[src/rtl/seg_pkg.sv]
// rtl/seg_pkg.sv - shared constants and BCD-to-segment table for the digit scanner
package seg_pkg;

    localparam int NDIG = 6;
    localparam logic [3:0] BLANK_CODE = 4'hF;

    // Segment order {g,f,e,d,c,b,a}, active high
    localparam logic [6:0] SEG_0    = 7'b0111111;
    localparam logic [6:0] SEG_1    = 7'b0000110;
    localparam logic [6:0] SEG_2    = 7'b1011011;
    localparam logic [6:0] SEG_3    = 7'b1001111;
    localparam logic [6:0] SEG_4    = 7'b1100110;
    localparam logic [6:0] SEG_5    = 7'b1101101;
    localparam logic [6:0] SEG_6    = 7'b1111101;
    localparam logic [6:0] SEG_7    = 7'b0000111;
    localparam logic [6:0] SEG_8    = 7'b1111111;
    localparam logic [6:0] SEG_9    = 7'b1101111;
    localparam logic [6:0] SEG_DASH = 7'b1000000;
    localparam logic [6:0] SEG_OFF  = 7'b0000000;

    // Entry [code] is the pattern for that code; 0xA-0xE show a dash, 0xF is blank
    localparam logic [15:0][6:0] DECODE_TABLE = {
        SEG_OFF,  SEG_DASH, SEG_DASH, SEG_DASH, SEG_DASH, SEG_DASH,
        SEG_9,    SEG_8,    SEG_7,    SEG_6,    SEG_5,
        SEG_4,    SEG_3,    SEG_2,    SEG_1,    SEG_0
    };

endpackage

[src/rtl/seg_decoder.sv]
// rtl/seg_decoder.sv - combinational 4-bit code to 7-segment pattern decoder
module seg_decoder
    import seg_pkg::*;
(
    input  logic [3:0] code,
    output logic [6:0] seg
);

    assign seg = DECODE_TABLE[code];

endmodule

[src/rtl/seg_scan_driver.sv]
// rtl/seg_scan_driver.sv - six-digit multiplexed display scanner with frame-aligned capture
module seg_scan_driver
    import seg_pkg::*;
#(
    parameter int DWELL     = 1,
    parameter int BLANK_GAP = 0
) (
    input  logic       clk_1khz,
    input  logic       switch_clr,
    input  logic [3:0] dig1,
    input  logic [3:0] dig2,
    input  logic [3:0] dig3,
    input  logic [3:0] dig4,
    input  logic [3:0] dig5,
    input  logic [3:0] dig6,
    input  logic       update_req,
    output logic       update_ack,
    output logic [5:0] an,
    output logic [6:0] seg,
    output logic       frame_start
);

    localparam logic [7:0] CNT_MAX  = 8'(DWELL - 1);
    localparam logic [8:0] GAP      = 9'(BLANK_GAP);
    localparam logic [2:0] IDX_LAST = 3'(NDIG - 1);

    logic                  running;
    logic [2:0]            idx;
    logic [2:0]            nxt_idx;
    logic [7:0]            cnt;
    logic [7:0]            nxt_cnt;
    logic [NDIG-1:0][3:0]  shadow;
    logic [NDIG-1:0][3:0]  nxt_shadow;
    logic [NDIG-1:0][3:0]  dig_bus;
    logic                  starts;
    logic                  capture;
    logic                  blank;
    logic [3:0]            code;
    logic [6:0]            dec_seg;

    assign dig_bus = {dig6, dig5, dig4, dig3, dig2, dig1};

    // Outputs are registered from the next-state values so they match the
    // idx/cnt/shadow written on the same edge; the first edge out of reset
    // holds idx/cnt at zero so that edge begins frame 0.
    always_comb begin
        nxt_idx = 3'd0;
        nxt_cnt = 8'd0;
        if (running) begin
            if (cnt == CNT_MAX) begin
                nxt_cnt = 8'd0;
                nxt_idx = (idx == IDX_LAST) ? 3'd0 : idx + 3'd1;
            end else begin
                nxt_cnt = cnt + 8'd1;
                nxt_idx = idx;
            end
        end
        starts     = (nxt_idx == 3'd0) && (nxt_cnt == 8'd0);
        capture    = starts && update_req;
        nxt_shadow = capture ? dig_bus : shadow;
        code       = nxt_shadow[nxt_idx];
        blank      = ({1'b0, nxt_cnt} + 9'd1) <= GAP;
    end

    seg_decoder u_decoder (
        .code (code),
        .seg  (dec_seg)
    );

    always_ff @(posedge clk_1khz) begin
        if (switch_clr) begin
            running     <= 1'b0;
            idx         <= 3'd0;
            cnt         <= 8'd0;
            shadow      <= {NDIG{BLANK_CODE}};
            an          <= 6'b111111;
            seg         <= SEG_OFF;
            update_ack  <= 1'b0;
            frame_start <= 1'b0;
        end else begin
            running     <= 1'b1;
            idx         <= nxt_idx;
            cnt         <= nxt_cnt;
            shadow      <= nxt_shadow;
            update_ack  <= capture;
            frame_start <= starts;
            an          <= blank ? 6'b111111 : ~(6'b000001 << nxt_idx);
            seg         <= blank ? SEG_OFF : dec_seg;
        end
    end

endmodule
[config.mk]
export PLATFORM = sky130hd
export DESIGN_NAME = seg_scan_driver
export DESIGN_NICKNAME = d
export VERILOG_FILES = /design/src/rtl/seg_pkg.sv /design/src/rtl/seg_decoder.sv /design/src/rtl/seg_scan_driver.sv
export SDC_FILE = /design/constraint.sdc
export NUM_CORES = 1
export LEC_CHECK = 0
export BUFFER_PORTS_ARGS = -buffer_cell sky130_fd_sc_hd__clkbuf_2
export CAP_MARGIN = 0
export CORE_UTILIZATION = 30
export DETAILED_ROUTE_END_ITERATION = 10
export REMOVE_ABC_BUFFERS = 1
export SKIP_LAST_GASP = 1
export SLEW_MARGIN = 20
export SYNTH_ARGS = -nofsm -noshare
export SYNTH_HDL_FRONTEND = slang
export SYNTH_SLANG_ARGS = --single-unit
export TNS_END_PERCENT = 20
[constraint.sdc]
create_clock -name clk_1khz -period 8.2 [get_ports clk_1khz]
set_input_delay 1.64 -clock clk_1khz [delete_from_list [all_inputs] [get_ports clk_1khz]]
set_output_delay 1.64 -clock clk_1khz [all_outputs]
set_load 0.005 [all_outputs]
==> metrics.cfg, run 1 <==
[layout]
n_antenna_cell=0
final_cell_area_um2=2890
synthToLayoutAreaGrowth_pct=14.7
final_common_cell=dfxtp_1
final_cell_mix=51 x dfxtp_1, 43 x nand2_1, 41 x clkbuf_2
regArea_um2=1020
multi_input_area_um2=1370
fin_cells=411
layout.nets=340
final_core_util_pct=35.4
drive_gt1_share_pct=21.2
nFillCells=851

[clock_tree]
cts_max_path_buffers=2
clock-root-buffer=clkbuf_8
cts_max_level=2
clkSinkCount=51
postCtsHoldBufs=0
cts_resized=0
cts_tree=built
clk-insertion-delay-late_ns=0.30
clk_pin_slew_ns=0.09
cts_buffers=5
cts_setup_buffers=0

[timing]
period_needed_ns=3.53
finalCritPeriodShare_pct=43.1
rsz0062_at_grt=false
fmax_mhz=283
max_slew_margin_pct=38.7
whs_ns=0.483
hold_viol=0
clock_skew_ns=0.00783
slew_violations=0
setup_violations=0
tightest_slew_ns=0.919
worst_slack_ns=4.67
tns_ns=0

[global_routing]
antenna_found_initial=0
track_usage_pct=13.7
grt_pass1_vias=2007
grt_start_max_net_pins=32
grt_overflow=0
grt_pass1_wl_mm=9.47

[power]
total_power_mw=0.515
power.static_leakage_nw=1.18
max-vdd-ir-drop_v=0.0000734
powerDensity_nw_per_um2=178

[floorplanning]
start_util_pct=30.8
io_pins=42
rows=33
core-area_um2=8180
die-area_um2=8770
fp.dieH_um=93.7
die_x_um=93.7

[synthesis]
async_flop_share_pct=0
ys.flop_type=dfxtp_1
netlist_instances=273
synth_area_leaders=dfxtp_1 40%, mux2i_1 9.1%, nand2_1 6.4%
synth-edff-count=0
syn_area_per_cell_um2=9.24
netlist.area_leader.share_pct=40.5
yosysWarnings=0
syn_area_um2=2520
synth-seq-cells=51
synth_cell_types=64
yosysTopAreaCell=dfxtp_1
ys_seq_area_share_pct=40.5

[worst_setup_path]
crit_path_start_kind=input pin
crit_buf_inv=3
worstPathRequired_ns=8.45
worst_r2r_path_depth=12
r2r-start=cnt[1]
ff2ff_setup_slack_ns=4.75
criticalPathCategory=input pin to flop
end_kind=flop
cp_top_family=compound AO/OA/AOI/OAI gates
slowest_stage=nor4b_1
path_max_fanout=31
r2r_end=seg[0]
worstPathArrival_ns=3.79
worstPathCellList=clkbuf_2 > o21a_1 > o211a_1 > buf_4 > a211o_1 > inv_1 > ha_1 > nor4b_1 > a311o_1
cpPeakStageDelay_ns=0.45

[flow_run]
maxCapViolCount=0

[detailed_routing]
drt_iter0_drc=110
postRouteAntennaNets=0
vias=2041
first_pass_iters=4
post-route-drc-count=0
wire_per_inst_um=13.6
viasPerCell=4.97
routed_wl_mm=5.60

[place]
port_buffers=41
gp_congestion=0.795
dp_slack_ns=4.36
dp_cells=403
placed_area_um2=2770
dpl.hpwl_mm=4.16

[min_path]
min_path_cells=2
hold_end=shadow[7]
min_from=shadow[7]
min_path_type=flop to flop

[run_status]
outcome=complete, no violations

how the worst max path moves through the flow:
stage / startpoint / cells after the start / to
CTS: update_req / 9 / seg[0]
detailed placement: update_req / 9 / seg[0]
global route: cnt[1] / 12 / seg[0]
floorplan: update_req / 7 / seg[3]
finish: update_req / 9 / seg[0]
global placement: update_req / 9 / seg[3]
synth_stat cells, drive strengths merged (2+ instances only):
cell,number
xnor2,3
or3,3
nor3,3
a221oi,2
ha,8
nand4,2
a31oi,3
nand3,6
o31ai,2
buf,11
inv,10
mux2i,23
o211ai,2
a211oi,3
a211o,2
clkbuf,6
nor3b,3
nand3b,2
nor2,23
o211a,3
a311o,2
dfxtp,51
o311a,2
or2,2
mux2,2
nor4b,2
o21ai,12
a22oi,2
o21a,4
xor2,3
nor4,2
a21oi,4
or4,2
nand2b,2
nand2,43
logic make-up after synthesis:
group                      after synthesis  synth area share (%)
muxes                                   25                  10.0
xor gates and xnor gates                 6                  2.08
adders and majority gates                8                  3.97
and+or+nand+nor                        102                  21.6
buffers and inverters                   27                  5.11
DFF                                     51                  40.5
AOI/OAI and AO/OA                       54                  16.7
state kept, by name (all words and copies together) (netlist names):
register	cells
shadow	24
cnt	8
seg	7
an	6
idx	3
frame_start	1
running	1
update_ack	1
layout make-up:
type / instances / share of cell area, %
clock buffer: 6 / 2.86
multi-input combinational: 195 / 47.4
clock inverter: 2 / 1.21
timing repair buffer: 42 / 7.36
tap: 105 / 4.54
sequential: 51 / 35.3
inverter: 10 / 1.30
power breakdown:
group,switching (mW),internal (mW),leakage [nW]
Clock,0.0822,0.0988,0.0612
Combinational,0.0369,0.0301,0.701
Sequential,0.00684,0.260,0.418
Total,0.126,0.389,1.18
worst register-to-register path, stage by stage, from the launching register on:
cell,delay [ns]
dfxtp_1,0.41
ha_1,0.24
nand3_1,0.15
or3_1,0.41
o2111a_2,0.20
o211a_1,0.23
buf_4,0.26
nor3_1,0.23
a211o_1,0.31
inv_1,0.13
ha_1,0.20
nor4b_1,0.45
a311o_1,0.18
metal layers:
metal	global-route usage (%)	vias to the layer above	share of wire, %
li1	-	1037	-
met1	17.8	954	48
met2	22.7	41	46
met3	2.99	9	4.2
met4	3.85	0	1.4
met5	0	-	0
No activity file was read; power rests on OpenSTA's default activity.
==> run 2: changes to the inputs <==
- clock period: 8.2 -> 3.3 ns (I/O delays scaled with it)
==> run 2 against run 1 <==
Worst hold slack worse by 0.0035 ns. Worst setup slack worse by 4.4 ns. Critical path depth increased by 2. Clock power is 97% higher. First-iteration DRC count increased by 25%. Power rose by 130%. Via count up 1.0%. Clock skew is 0.0016 ns lower. Non-clock buffer count up 11. Combinational power grew to 2.7 times the previous value. Utilization is 0.77 points higher. Cell count up 2.7%. Critical path type is now flop to flop. Largest cell class unchanged.
==> metrics.cfg, run 2 (synthesis gave the netlist of run 1 again) <==
[run_status]
outcome=complete, no violations

[flow_run]
maxCapViolCount=0  ; unchanged

[clock_tree]
postCtsHoldBufs=0  ; unchanged
clk_pin_slew_ns=0.09  ; about the same
clk-insertion-delay-late_ns=0.31  ; about the same
cts_max_path_buffers=2  ; unchanged
cts_tree=built
clock-root-buffer=clkbuf_8
cts_max_level=2  ; unchanged
clkSinkCount=51  ; unchanged
cts_buffers=5  ; unchanged

[floorplanning]
fp.dieH_um=93.7  ; unchanged
die_x_um=93.7  ; unchanged
io_pins=42  ; unchanged
die-area_um2=8770  ; unchanged
start_util_pct=30.8  ; unchanged
core-area_um2=8180  ; unchanged
rows=33  ; unchanged

[global_routing]
use_met3_pct=3.07  ; +0.081 points
grt_util_met2_pct=24.0  ; +1.3 points
grt_busiest_layer=met2
antenna_found_initial=0  ; unchanged
grt_overflow=0  ; unchanged
track_usage_pct=14.3  ; +0.66 points
grt_pass1_vias=2032  ; +1.2%
grt_pass1_wl_mm=9.77  ; +3.2%
use_met1_pct=18.4  ; +0.62 points
grt_start_max_net_pins=32  ; unchanged

[worst_setup_path]
worstPathArrival_ns=3.27  ; -0.52 ns
path_max_fanout=7  ; -77%
criticalPathCategory=flop to flop
worstPathRequired_ns=3.49  ; -4.96 ns
end_kind=flop
ff2ff_setup_slack_ns=0.22  ; -4.53 ns
crit_path_start_kind=flop

[power]
powerDensity_nw_per_um2=406  ; +130%
power.static_leakage_nw=1.21  ; +2.7%
max-vdd-ir-drop_v=0.000204  ; +180%

[timing]
fmax_mhz=325
whs_ns=0.479  ; -0.00352 ns
max_slew_margin_pct=35.0  ; -3.6 points
worst_slack_ns=0.222  ; -4.45 ns
slew_violations=0  ; unchanged
tns_ns=0  ; unchanged
finalCritPeriodShare_pct=93.3
clock_skew_ns=0.00619  ; -0.00164 ns
hold_viol=0  ; unchanged
period_needed_ns=3.08
tightest_slew_ns=0.973  ; +0.0541 ns
rsz0062_at_grt=true
setup_violations=0  ; unchanged

[layout]
synthToLayoutAreaGrowth_pct=17.2
top_register=shadow
final_cell_mix=51 x dfxtp_1, 43 x nand2_1, 41 x clkbuf_2
drive_gt1_share_pct=24.6  ; +3.4 points
fin_cells=422  ; +2.7%
final_common_cell=dfxtp_1
top_regs=shadow: 24 flops, cnt: 8 flops, seg: 7 flops
final_cell_area_um2=2950  ; +2.2%
layout.nets=351  ; +3.2%
n_antenna_cell=0  ; unchanged
largest_register_ffs=24  ; unchanged

[detailed_routing]
post-route-drc-count=0  ; unchanged
routed_wl_mm=5.83  ; +4.0%
vias=2062  ; +1.0%
first_pass_iters=4  ; unchanged
viasPerCell=4.89  ; -1.6%
wire_per_inst_um=13.8  ; +1.3%
postRouteAntennaNets=0  ; unchanged
drt_iter0_drc=138  ; +25%

[place]
gp_congestion=0.880  ; +11%
dp_cells=412  ; +2.2%
placed_area_um2=2840  ; +2.4%
dp_slack_ns=0.170  ; -4.19 ns
dpl.hpwl_mm=4.37  ; +5.0%
port_buffers=41  ; unchanged

[min_path]
min_path_type=flop to flop

-- run 2: worst max-delay path: stages, from the launching register on --
cell and delay [ns]:
dfxtp_1 0.40, inv_1 0.08, ha_1 0.22, and4bb_2 0.27, nand2_1 0.15, mux2_2 0.45
a221oi_2 0.26, a21oi_1 0.07, a211o_1 0.32, ha_1 0.30, and4_1 0.14, or3_1 0.30
-- run 2: through the flow --
stage | power, mW | utilization, %
after floorplan | 0.783 | -
after global placement | 0.853 | 34.8
after detailed placement | 0.856 | 34.8
after CTS | 1.22 | 35.8
after global routing | 1.26 | 36.1
final | 1.20 | 36.1
-- run 2: cell type report --
type / count / area, µm²
clock buffers: 6 / 72.6
clock inverters: 2 / 12.5
fillers: 863 / 5220
inverters: 10 / 37.5
multi-input cells: 195 / 1380
flip-flops and latches: 51 / 1020
well taps: 105 / 131
repair buffers: 53 / 295
-- run 2: report_power, final --
| group | leakage [nW] | switching [mW] | total (mW) | internal, mW |
|---|---|---|---|---|
| sequential | 0.418 | 0.0157 | 0.661 | 0.646 |
| combinational | 0.753 | 0.0979 | 0.183 | 0.0854 |
| clock | 0.0412 | 0.207 | 0.356 | 0.149 |
| total | 1.21 | 0.321 | 1.20 | 0.880 |
-- run 2: worst paths after layout --
kind	endpoint	start	cells past startpoint
worst max register to register	seg[3]	cnt[0]	11
worst min-delay path	shadow[15]	shadow[15]	2
worst max-delay path	seg[3]	cnt[0]	11
worst min register to register	shadow[15]	shadow[15]	2
-- run 2: per-layer routing --
layer,wire length [µm],vias to the layer above
li1,-,1054
met1,2760,960
met2,2750,42
met3,232,6
met4,83,0
met5,0,-
-- run 2: repair_timing --
action | 4_1_cts | 5_1_grt
gates resized for setup | 0 | 3
buffers inserted | 0 | 2
endpoints found under the setup margin | 0 | 6
hold endpoints to repair | 0 | 0
